File: src/rtl/byte_serial_lsu.sv
// Byte-serial load/store unit: one 64-bit request becomes 1/2/4/8 single-byte memory accesses.
// Optional build macro LSU_MISALIGN_TRAP_EN turns addr % N != 0 into an error response.
module byte_serial_lsu #(
  parameter int ADDR_W = 64,
  parameter int XLEN   = 64
) (
  input  logic              clk,
  input  logic              reset,
  input  logic              req_valid,
  output logic              req_ready,
  input  logic              req_write,
  input  logic [2:0]        funct3,
  input  logic [ADDR_W-1:0] addr,
  input  logic [XLEN-1:0]   wdata,
  output logic              resp_valid,
  output logic [XLEN-1:0]   resp_rdata,
  output logic              resp_err,
  output logic [ADDR_W-1:0] Mem_Addr,
  output logic [7:0]        Mem_WData,
  output logic              MemWrite,
  output logic              MemRead,
  input  logic [7:0]        Mem_RData
);

  typedef enum logic [1:0] {
    IDLE = 2'd0,
    XFER = 2'd1,
    RESP = 2'd2
  } state_t;

  state_t            state;
  state_t            state_nxt;
  logic [ADDR_W-1:0] base;
  logic [XLEN-1:0]   wbuf;
  logic [XLEN-1:0]   rbuf;
  logic [1:0]        size;
  logic [2:0]        cnt;
  logic              sign;
  logic              wr;
  logic              err;

  logic              accept;
  logic              illegal;
  logic [2:0]        last_idx;
  logic [2:0]        req_mask;
  logic [XLEN-1:0]   ext_data;

  // Handshake: a request transfers on a posedge where req_valid and req_ready are both
  // high; req_ready is high only in IDLE, so at most one request is in flight.
  assign accept = req_valid & req_ready;

  always_comb begin
    req_mask = 3'b000;
    case (funct3[1:0])
      2'd0:    req_mask = 3'b000;
      2'd1:    req_mask = 3'b001;
      2'd2:    req_mask = 3'b011;
      default: req_mask = 3'b111;
    endcase
  end

  always_comb begin
    illegal = (funct3 == 3'b111) || (req_write && funct3[2]);
`ifdef LSU_MISALIGN_TRAP_EN
    if ((addr[2:0] & req_mask) != 3'b000) illegal = 1'b1;
`endif
  end

  always_comb begin
    last_idx = 3'd0;
    case (size)
      2'd0:    last_idx = 3'd0;
      2'd1:    last_idx = 3'd1;
      2'd2:    last_idx = 3'd3;
      default: last_idx = 3'd7;
    endcase
  end

  // Extension source is bit 8N-1 of the assembled bytes; zero when unsigned.
  always_comb begin
    ext_data = '0;
    case (size)
      2'd0:    ext_data = {{56{sign & rbuf[7]}},  rbuf[7:0]};
      2'd1:    ext_data = {{48{sign & rbuf[15]}}, rbuf[15:0]};
      2'd2:    ext_data = {{32{sign & rbuf[31]}}, rbuf[31:0]};
      default: ext_data = rbuf;
    endcase
  end

  always_comb begin
    state_nxt  = state;
    req_ready  = 1'b0;
    resp_valid = 1'b0;
    resp_err   = 1'b0;
    resp_rdata = '0;
    Mem_Addr   = '0;
    Mem_WData  = 8'h00;
    MemWrite   = 1'b0;
    MemRead    = 1'b0;
    case (state)
      IDLE: begin
        req_ready = 1'b1;
        if (accept) state_nxt = illegal ? RESP : XFER;
      end
      XFER: begin
        Mem_Addr  = base + ADDR_W'(cnt);
        MemWrite  = wr;
        MemRead   = ~wr;
        Mem_WData = wr ? wbuf[{cnt, 3'b000} +: 8] : 8'h00;
        if (cnt == last_idx) state_nxt = RESP;
      end
      RESP: begin
        resp_valid = 1'b1;
        resp_err   = err;
        resp_rdata = (err || wr) ? '0 : ext_data;
        state_nxt  = IDLE;
      end
      default: state_nxt = IDLE;
    endcase
  end

  always_ff @(posedge clk) begin
    if (!reset) begin
      state <= IDLE;
      base  <= '0;
      wbuf  <= '0;
      rbuf  <= '0;
      size  <= 2'd0;
      cnt   <= 3'd0;
      sign  <= 1'b0;
      wr    <= 1'b0;
      err   <= 1'b0;
    end else begin
      state <= state_nxt;
      case (state)
        IDLE: begin
          if (accept) begin
            base <= addr;
            wbuf <= wdata;
            size <= funct3[1:0];
            sign <= ~funct3[2];
            wr   <= req_write;
            err  <= illegal;
            cnt  <= 3'd0;
            rbuf <= '0;
          end
        end
        XFER: begin
          if (!wr) rbuf[{cnt, 3'b000} +: 8] <= Mem_RData;
          cnt <= cnt + 3'd1;
        end
        default: ;
      endcase
    end
  end

endmodule

File: config.mk
export PLATFORM = sky130hd
export DESIGN_NAME = byte_serial_lsu
export DESIGN_NICKNAME = d
export VERILOG_FILES = /design/src/rtl/byte_serial_lsu.sv
export SDC_FILE = /design/constraint.sdc
export NUM_CORES = 1
export LEC_CHECK = 0
export CAP_MARGIN = 10
export CORE_AREA = 2 2 215 132
export DETAILED_ROUTE_END_ITERATION = 16
export DIE_AREA = 0 0 217 134
export PLACE_DENSITY = 0.69
export RECOVER_POWER = 100
export SYNTH_ARGS = -nofsm -noshare
export SYNTH_HDL_FRONTEND = slang
export SYNTH_SLANG_ARGS = --single-unit
File: constraint.sdc
create_clock -name clk -period 5.7 [get_ports clk]
set_input_delay 1.71 -clock clk [delete_from_list [all_inputs] [get_ports clk]]
set_output_delay 1.71 -clock clk [all_outputs]
set_load 0.01 [all_outputs]
# Yosys cells after proc, flatten, opt, wreduce, memory -nomap -nowiden
# Index checks and enable logic that the tools add are counted.
# classes
muxes,22
n_eq_ne,9
shift,3
n_bitwise,6
n_addsub,3
reduce_logical,10
# ops
op,n
$mux 64,5
$pmux 64 s3,1
$pmux 64 s2,1
$add 64x3->64,1
$bwmux 64,1
$shift 8x8->64 const A,1
$shiftx 64x7->8,1
$shiftx 8x8->64,1
$mux 8,2
$pmux 3 s3,1
$neg 6->8,1
$mux 2,3
$ne 2x2->1 const B,3
$pmux 3 s2,1
$reduce_and 2->1,3
$mux 1,5
$and 1x1->1,4
$eq 2x1->1 const B,2
$eq 2x2->1 const B,2
$logic_not 2->1,2
$pmux 2 s2,1
$add 3x1->3 const B,1
$eq 3x3->1,1
$eq 3x3->1 const B,1
6 further kinds,8
# word_totals
wordCells,62
register_bits,202

# Longest topological paths before layout
# logic_depth
word_depth,5
mapped_depth,12
depth_no_buf,8

# Least setup slack after synthesis
# Ideal clock, no wire load.
# synth_timing
kind,register -> output
startpoint,register cnt[1]
endpoint,output Mem_Addr[54]
path_buffers,4
path_slack_ns,0.305
stages_incl_launch_ff,12
arrival_ns,3.685
t_required_ns,3.990
path_cell_list,dfxtp_1 > buf_1 > buf_1 > inv_1 > fa_1 > nor2b_1 > o2111ai_4 > or4_1 > buf_2 > buf_6 > or4_1 > a21oi_1
# synth_via
elab_chain_len,2
# synth_rtl
item,line_no,source
from (decl),37,logic [2:0] cnt;
from (signal assigned),150,cnt <= cnt + 3'd1;
$add 64x3->64,106,Mem_Addr = base + ADDR_W'(cnt);
$mux 64,100,case (state)
to (decl),18,"output logic [ADDR_W-1:0] Mem_Addr,"
# Every way passes these cells.

# Final worst setup path
# layout_timing
startpoint,register cnt[1]
endpoint,output Mem_Addr[57]
# Same word-level chain as after synthesis.

==> run_results.csv <==
group,metric,value,unit
synth,syn_nets,1530,
synth,synth_cell_types,53,
synth,muxShareOfSynthArea,3.48,%
flow_run,maxCapViolations,2,
die,die_x,217,um
route,wire_per_inst,17.8,um
critical_path,crit_slowest_cell,"dlygate4sd3_1",
sta,fin_crit,5.49,ns
grt,antenna_found_initial,1,
sta,rsz0062_at_grt,"no",
route,routed_via_density,5.43,
critical_path,crit_path_max_fanout,27,
final_layout,drive_gt1_share,4.79,%
synth,synth-seq-area-share,37.8,%
status,status,"finished with violations",
critical_path,max_stage_delay,0.64,ns
critical_path,path_class,"flip-flop to output pin",
synth,synthesis.area,0.0107,mm^2
synth,postSynthCellCount,1376,
sta,report.final.slew_viol_count,124,
clock_tree,clk_pin_slew_worst_paths,0.06,ns
grt,met3_usage,4.04,%
grt,grt_usage,23.3,%
synth,syn_area_per_cell,7.77,um^2
synth,synth_xor_area_share,2.70,%
grt,grt_pass1_wl,54500,um
pwr,p_leak,5.14,nW
pwr,p_per_area,239,mW/mm^2
sta,slew_headroom,-143,%
clock_tree,clockRootBuffer,"clkbuf_16",
synth,synth.top_cell.area_share,37.8,%
clock_tree,h-tree-depth,1,
critical_path,arrival,3.78,ns
route,dr.pass1.iters,5,
synth,async_reset_ff_share,0,%
route,drt-total-wl,35100,um
grt,overflow,0,
sta,totalNegativeSetupSlack,0,ns
critical_path,critPathLaunchType,"flip-flop",
placed_design,dp_cells,1940,
critical_path,path_buf_inv,2,
sta,finalSetupViolations,0,
final_layout,final_util,53.2,%
critical_path,crit_path_end_kind,"output pin",
synth,yosysWarnings,0,
final_layout,final_cell_count_no_fill,1976,
sta,tightest_slew,3.64,ns
final_layout,synthToLayoutAreaGrowth,35.2,%
grt,top_usage_layer,"met1",
clock_tree,clock_path_buffers,3,
placed_design,dp_hpwl,25400,um
clock_tree,cts_made_buffers,21,
die,die_h,134,um
synth,synthAdderAreaFrac,1.36,%
clock_tree,clock_latency,0.51,ns
sta,finClkSkew,0.0110,ns
synth,yosys-top-cells-area,"dfxtp_1 38%, nand2_1 12%, a21boi_0 12%",
die,start_util,39.3,%
sta,max_freq,0.182,GHz
critical_path,crit_family,"simple AND/OR/NAND/NOR gates",
sta,finalHoldViolCount,0,
critical_path,critical_path.cell_chain,"buf_4, ha_1, a211o_1, and4_1, nand4_1, or3_1, a21oi_1, dlygate4sd3_1",
sta,timing.final.crit_share,96.3,%
status,violations,"max-capacitance violations, max-slew violations",
grt,grt_pass1_vias,9814,
pwr,vdd_drop_max,0.153,mV
clock_tree,hold_buffers,0,
die,io_pins,284,
synth,synth_top_area_cell,"dfxtp_1",
placed_design,io_buffer_count,283,
grt,grt_max_degree,89,
grt,grt.met2_usage,35.1,%
critical_path,required,3.99,ns
die,rows,47,
route,drc_errors,0,
route,ant_nets,0,
final_layout,n_fill_cell,2576,
placed_design,gp_congestion,0.900,
synth,synth_top_family_by_area,"simple AND/OR/NAND/NOR gates",
synth,synth_edf_count,0,
final_layout,nets,1751,
die,die_area,0.0291,mm^2
synth,ys_seq_elements,202,
die,core_area,0.0272,mm^2
synth,synthSimpleGateAreaFrac,26.6,%
synth,synthFlopType,"dfxtp_1",
hold_path,min_path_type,"flip-flop to flip-flop",
synth,synth_compound_area_share,23.6,%
clock_tree,clock_sinks,202,
route,dr_total_vias,10700,
route,drt_iter0_markers,962,
clock_tree,tritoncts,"done",
grt,grt_util_met1,35.2,%
[layout make-up]
| type | instances | area (um^2) | share of cell area [%] |
|---|---|---|---|
| antenna | 1 | 2.50 | 0.0173 |
| timing repair buffer | 305 | 3000 | 20.8 |
| clock buffer | 26 | 584 | 4.04 |
| inverter | 16 | 60.1 | 0.416 |
| sequential | 202 | 4040 | 28.0 |
| clock inverter | 8 | 106 | 0.736 |
| tap | 367 | 459 | 3.18 |
| multi-input combinational | 1051 | 6190 | 42.8 |
[cell usage after synthesis, types with 6 or more instances]
library cell / number
nand3_1: 54
nand4_1: 28
a21boi_0: 175
xnor2_1: 20
clkbuf_1: 82
buf_1: 21
or3_1: 22
a22oi_1: 24
o21ai_0: 42
inv_1: 15
mux4_2: 16
o21a_1: 33
dfxtp_1: 202
nor2_1: 55
xor2_1: 13
or4_1: 13
o31ai_1: 12
a21oi_1: 67
ha_1: 10
nand2b_1: 6
nor4_1: 10
nor2b_1: 28
nand2_1: 352
and2_1: 13
nor3_1: 11
[per-stage QoR]
| step | total power [mW] | setup slack [ns] | hold WS [ns] | area (um^2) |
|---|---|---|---|---|
| floorplan | 1.84 | 0.305 | 0.436 | 10700 |
| global route | 3.60 | 0.0110 | 0.482 | 14400 |
| CTS | 3.49 | 0.0325 | 0.466 | 14500 |
| global placement | 2.07 | 0.404 | 0.450 | 13800 |
| detailed placement | 2.08 | 0.296 | 0.457 | 13800 |
| finish | 3.46 | 0.208 | 0.463 | 14400 |
[kinds of logic (layout without fill, tap and decap cells)]
group                    after synthesis  after routing
flip-flops                           202            202
adder cells (fa/ha/maj)               11             11
AO/OA/AOI/OAI                        371            371
AND/OR/NAND/NOR                      619            619
multiplexers                          17             17
other                                  0              1
buffers and inverters                123            355
XOR/XNOR                              33             33
[flip-flops by register name, indices dropped and copies added (netlist names)]
| signal | count |
|---|---|
| base | 64 |
| rbuf | 64 |
| wbuf | 64 |
| cnt | 3 |
| size | 2 |
| state | 2 |
| err | 1 |
| sign | 1 |
| wr | 1 |
[final timing paths]
path                         start                     to  slack [ns]  cells past startpoint
min reg2reg   wbuf[8]$_SDFFE_PN0P_   wbuf[8]$_SDFFE_PN0P_        0.46                      2
max reg2reg  state[1]$_SDFFE_PN0P_  base[47]$_SDFFE_PN0P_        1.60                      4
max            cnt[1]$_SDFFE_PN0P_           Mem_Addr[57]        0.21                      8
min           wbuf[8]$_SDFFE_PN0P_   wbuf[8]$_SDFFE_PN0P_        0.46                      2
[per-layer routing]
layer / vias to the layer above / share of wire, %
met4: 0 / 1.2
li1: 5204 / -
met1: 5061 / 48
met3: 38 / 7.9
met2: 429 / 43
met5: - / 0
[worst min-delay path, cell delays in order (launching register included)]
cell and delay, ns:
dfxtp_1 0.31, nand2_1 0.05, a21boi_0 0.06
[report_power, final]
part / total (mW) / switching [mW] / internal [mW]
combinational: 0.498 / 0.274 / 0.224
sequential: 1.55 / 0.0676 / 1.48
clock: 1.41 / 0.592 / 0.818
total: 3.46 / 0.934 / 2.52
[repair_timing]
| item | 4_1_cts | 5_1_grt |
|---|---|---|
| buffers inserted | 1 | 0 |
| gates cloned | 0 | 0 |
| pin swaps | 1 | 0 |
| endpoints found under the setup margin | 14 | 12 |
| gates resized for setup | 5 | 11 |
[placed cells by master, fill, tap and decap left out, types with 15 or more instances in the layout]
cell type        instances
nand2_1                352
dfxtp_1                202
a21boi_0               175
clkdlybuf4s50_1        162
dlygate4sd3_1          107
a21oi_1                 66
nor2_1                  55
nand3_1                 54
o21ai_0                 43
o21a_1                  33
nand4_1                 28
nor2b_1                 27
a22oi_1                 24
or3_1                   22
clkbuf_16               21
xnor2_1                 20
mux4_2                  16
inv_1                   15
buf_4                   15
Note: power is estimated with default switching activity, not from simulation.
==> patch 1: new RTL, same flow settings <==
Make the reset (`reset`) asynchronous in one clocked block.
--- a/src/rtl/byte_serial_lsu.sv
+++ b/src/rtl/byte_serial_lsu.sv
@@ -121,3 +121,3 @@
 
-  always_ff @(posedge clk) begin
+  always_ff @(posedge clk or negedge reset) begin
     if (!reset) begin
Check against the original RTL: differs if reset is asserted again (counterexample within 4 cycles, from zero or initial values and one cycle with reset low); with reset held inactive, the same outputs for 4 cycles.
==> patch 1 against the unedited design <==
  * The flow still finishes with violations (capacitance limit, slew limit)
  * Die area is the same
  * Synthesized area grew 1.5%
  * Design area grew 1.7%
  * Non-clock buffer count grew 1
  * Utilization grew 0.90 points
  * Worst setup slack lost 0.049 ns
  * Wire length shrank 0.86%
  * Via count shrank 4.7%
  * Sequential cell count is the same
  * Critical path type unchanged
  * Highest routed layer is now met5
Power is not compared: it rests on default switching activity, and its combinational part moved more than twofold at a synthesized area within 25%.
==> patch 1: results (changes against the unedited design) <==
| Metric | Value |
|---|---|
| Global-route wire length before repair | 54000 µm (-0.85%) |
| End of the critical path | Mem_Addr[46] |
| Drt via density | 5.25 (-3.4%) |
| Syn Nets | 1477 (-3.5%) |
| Vias in the first global route | 9747 (-0.68%) |
| Hold Slack | 0.468 ns (+0.00447 ns) |
| Post-Synth Adder-Cell Area | 0.0134 (-0.000202) |
| Ys async rst share | 1.00 (+1.00) |
| Violated checks | capacitance limit, slew limit |
| Worst-path fanout max | 4 (-85%) |
| Worst reg2reg startpoint | state[0] |
| CP peak stage delay | 0.55 ns (-0.09 ns) |
| Final nets | 1723 (-1.6%) |
| Synth top cells by count | nand2_1 (499), dfrtp_1 (202), o21ai_0 (76) |
| 1st-iter DRT viols | 930 (-3.3%) |
| Hpwl dp | 24900 µm (-2.2%) |
| Setup WS pre-CTS | 0.492 ns (+0.196 ns) |
| Slew Viols, Final | 287 (+130%) |
| Status | complete, but fails checks |
| Post-synth top flop | dfrtp_1 |
| Register area share after synthesis | 0.466 (+0.0875) |
| Post-Route WL | 34800 µm (-0.86%) |
| Final WS setup | 0.159 ns (-0.0488 ns) |
| Post-synthesis compound-gate area fraction | 0.126 (-0.110) |
| Slowest CP cell | clkdlybuf4s50_1 |
| Post-Synth XOR/XNOR Area | 0.0202 (-0.00686) |
| Max-Cap Viols | 4 (+2) |
| GP Congestion | 0.928 (+3.1%) |
| Placed Instance Area | 14000 µm² (+1.8%) |
| Cell variety after synth | 58 (+9.4%) |
| Reg2Reg Setup Slack | 1.73 ns (+0.13 ns) |
[patch 1: changes by cell type after synthesis, sizes merged, moves of 34 or more]
cell,delta
dfrtp,+202
dfxtp,-202
a21boi,-173
nand2,+147
o21ai,+34
[patch 1: metrics by stage]
step	cells	utilization
2_1_floorplan	1323	-
3_3_place_gp	1911	0.516
3_5_place_dp	1911	0.516
4_1_cts	1949	0.542
5_1_grt	1949	0.541
6_report	1949	0.541
[patch 1: worst min-delay path by stage]
stage	end	from	depth (start not counted)
after floorplan	wbuf[16]	wbuf[16]	2
after global placement	wbuf[36]	wbuf[36]	2
after detailed placement	wbuf[18]	wbuf[18]	2
after CTS	wbuf[18]	wbuf[18]	2
after global routing	wbuf[18]	wbuf[18]	2
final	wbuf[18]	wbuf[18]	2
[patch 1: repair_timing]
action,CTS,global route
setup endpoints to repair,2,4
gates resized for setup,1,3
pin swaps,0,1
buffers inserted,2,0
[patch 1: power groups by stage]
stage / Combinational [W] / Sequential, W / Clock, W
final: 0.00248 / 0.00241 / 0.00143
after global routing: 0.00277 / 0.00248 / 0.00152
after CTS: 0.00255 / 0.00240 / 0.00147
after detailed placement: 0.00254 / 0.00242 / 0
after global placement: 0.00250 / 0.00239 / 0
after floorplan: 0.00164 / 0.00226 / 0
[patch 1: cell families after synthesis]
kind of cell	after synthesis
compound gates	228
mux	33
flops	202
buf+inv	121
simple gates	703
fa+ha+maj	11
xor+xnor	25
[patch 1: worst reg2reg max path, cell delays in order (launching register included)]
cell	delay (ns)
dfrtp_1	0.42
nor2_1	0.13
and2_1	2.35
clkbuf_2	0.74
nand2_1	0.17
nand2_1	0.10
[patch 1: metal layers]
layer  up-vias  part of all wire  global-route usage
met5         -           0.00052                   0
met4         2            0.0099              0.0316
met3        29             0.073              0.0458
met2       376              0.44               0.357
met1      4902              0.48               0.358
li1       4918                 -                   -
[patch 1: cell type report]
type / count / area (µm²)
fill: 2526 / 12500
multi-input combinational: 1000 / 5360
sequential: 202 / 5060
timing repair buffer: 306 / 2980
clock buffer: 27 / 568
tap: 367 / 459
inverter: 38 / 143
clock inverter: 9 / 130
==> patch 2: new RTL, same settings <==
Without the edit above. Set the parameter `ADDR_W` to 32 (it was 64).
--- a/src/rtl/byte_serial_lsu.sv
+++ b/src/rtl/byte_serial_lsu.sv
@@ -3,3 +3,3 @@
 module byte_serial_lsu #(
-  parameter int ADDR_W = 64,
+  parameter int ADDR_W = 32,
   parameter int XLEN   = 64
Interface: changed (resized Mem_Addr and addr); port bits go from 284 to 220. The function was not compared with the original's and may differ.
==> patch 2 against the unedited design <==
  * The run still ends with capacitance limit, slew limit left
  * Utilization fell by 10 points
  * Power fell by 20%
  * Clock skew barely moved
  * Largest cell class unchanged
  * Wire length fell by 20%
  * Critical path type unchanged
  * Design area fell by 19%
  * Clock power fell by 23%
  * Via count fell by 22%
  * Sequential cell count fell by 32
  * Synthesized area fell by 17%
  * Synthesized cell count fell by 22%
  * Largest power group unchanged
  * Worst setup slack improved by 0.24 ns
==> patch 2: results (changes against the unedited design) <==
| Metric | Value |
|---|---|
| Status | complete, but fails checks |
| Violated checks | capacitance limit, slew limit |
| Global-route wire length before repair | 43400 µm (-20%) |
| Min-Delay Path Class | reg2reg |
| Clk root buf | clkbuf_16 |
| Pre-Repair DR Iteration Count | 5 (unchanged) |
| Cell variety after synth | 66 (+25%) |
| Hold path start | wbuf[16] |
| CTS Buffer Depth | 2 (-1) |
| Final nets | 1357 (-23%) |
| Resized Gates After CTS | 0 (-5) |
| Critical R2R Capture | rbuf[13] |
| Post-Synth XOR/XNOR Area | 0.00991 (-0.0171) |
| Clk_lat worst skew | 0.45 ns (-0.06 ns) |
| Register area share after synthesis | 0.385 (+0.00688) |
| Min-Delay Path Depth | 2 (unchanged) |
| End of the critical path | Mem_Addr[26] |
| Leakage power | 4.21 nW (-18%) |
| Worst Setup SP | cnt[1] |
| # Post-CTS Setup Buffers | 0 (-1) |
| Filler Cells Inserted | 2728 (+5.9%) |
| Worst slew pin tran | 1.99 ns (-1.65 ns) |
| Port Buf Inserts | 219 (-23%) |
| Worst-path fanout max | 17 (-37%) |
| Clock Pin Slew Worst Setup and Hold Paths | about 0.07 ns |
| Worst reg2reg startpoint | cnt[0] |
| VDD IR max | 0.143 mV (-6.8%) |
| TritonCTS buffer count | 17 (-19%) |
| Total track usage | 0.191 (-0.0414) |
| Synth top cells by count | nand2_1 (273), dfxtp_1 (170), a21boi_0 (107) |
| Top Registers | rbuf: 64 flops, wbuf: 64 flops, base: 32 flops |
| Post-synth top flop | dfxtp_1 |
| Multiplexer area fraction after synthesis | 0.0556 (+0.0209) |
| Hold EP | wbuf[16] |
| Ys async rst share | 0 (unchanged) |
| Post-synthesis compound-gate area fraction | 0.253 (+0.0166) |
| Largest net degree at the start of global routing | 102 (+15%) |
| Initial antenna violation count | 5 (+4) |
| Post-Synth Adder-Cell Area | 0.0164 (+0.00285) |
| GP Congestion | 0.834 (-7.4%) |
| Fin. Hold Viols | 0 (unchanged) |
| CTS tree | yes |
| Post-Route WL | 28200 µm (-20%) |
| Max-Cap Viols | 2 (unchanged) |
| Slew Viols, Final | 135 (+8.9%) |
| Yosys warns | 0 (unchanged) |
| Synth area leaders | dfxtp_1 (39%), nand2_1 (12%), a21boi_0 (9.1%) |
| R2R cell count | 8 (+4) |
| Crit path DAT | 3.54 ns (-0.24 ns) |
| Syn Nets | 1196 (-22%) |
| CTS H-tree depth | 4 (+3) |
| Vias in the first global route | 7745 (-21%) |
| Clock Skew | 0.0111 ns (+0.000102 ns) |
| Drt via density | 5.17 (-4.9%) |
| Layout cell share with drive strength beyond 1 | 0.0569 (+0.00905) |
| 1st-iter DRT viols | 644 (-33%) |
| Reg2Reg Setup Slack | 2.21 ns (+0.61 ns) |
| Hpwl dp | 20100 µm (-21%) |
-- patch 2: area by class of cell --
class / instances / area, µm² / share of cell area
tap: 367 / 459 / 0.0393
multi-input combinational: 800 / 4950 / 0.424
antenna: 2 / 5.00 / 0.000429
inverter: 12 / 45.0 / 0.00386
clock inverter: 12 / 92.6 / 0.00793
timing repair buffer: 234 / 2290 / 0.196
clock buffer: 19 / 433 / 0.0371
sequential: 170 / 3400 / 0.291
-- patch 2: metrics by stage --
step,area [µm²],hold WS [ns],setup WS [ns],cells,total power (W)
detailed placement,11200,0.450,1.12,1583,0.00173
global route,11700,0.477,0.225,1615,0.00290
floorplan,8840,0.433,1.27,1074,0.00155
CTS,11700,0.461,0.601,1614,0.00281
global placement,11200,0.442,1.13,1583,0.00172
finish,11700,0.461,0.448,1616,0.00277
-- patch 2: routing by layer --
layer,global-route usage,part of all wire,vias up
met5,0,0.00096,-
met4,0.0506,0.013,4
met3,0.0535,0.068,30
met2,0.271,0.41,282
met1,0.281,0.50,3937
li1,-,-,4095
-- patch 2: cells by family after synthesis --
| kind of cell | count (synthesis) |
|---|---|
| buf+inv | 104 |
| compound gates | 319 |
| fa+ha+maj | 11 |
| simple gates | 431 |
| xor+xnor | 10 |
| flops | 170 |
| mux | 29 |
-- patch 2: worst max-delay path, cell delays in order, from the launching register on --
cell           delay (ns)
dfxtp_1              0.33
buf_4                0.27
inv_1                0.14
fa_1                 0.43
nor2b_1              0.12
buf_4                0.16
o2111ai_1            0.32
or4_1                0.51
a21oi_1              0.15
dlygate4sd3_1        0.65
-- patch 2: where the power goes --
group / switching [W] / leakage [nW] / internal (W)
logic: 0.000236 / 2.58 / 0.000176
registers: 0.0000424 / 1.39 / 0.00124
clock network: 0.000516 / 0.252 / 0.000560
total: 0.000795 / 4.21 / 0.00198
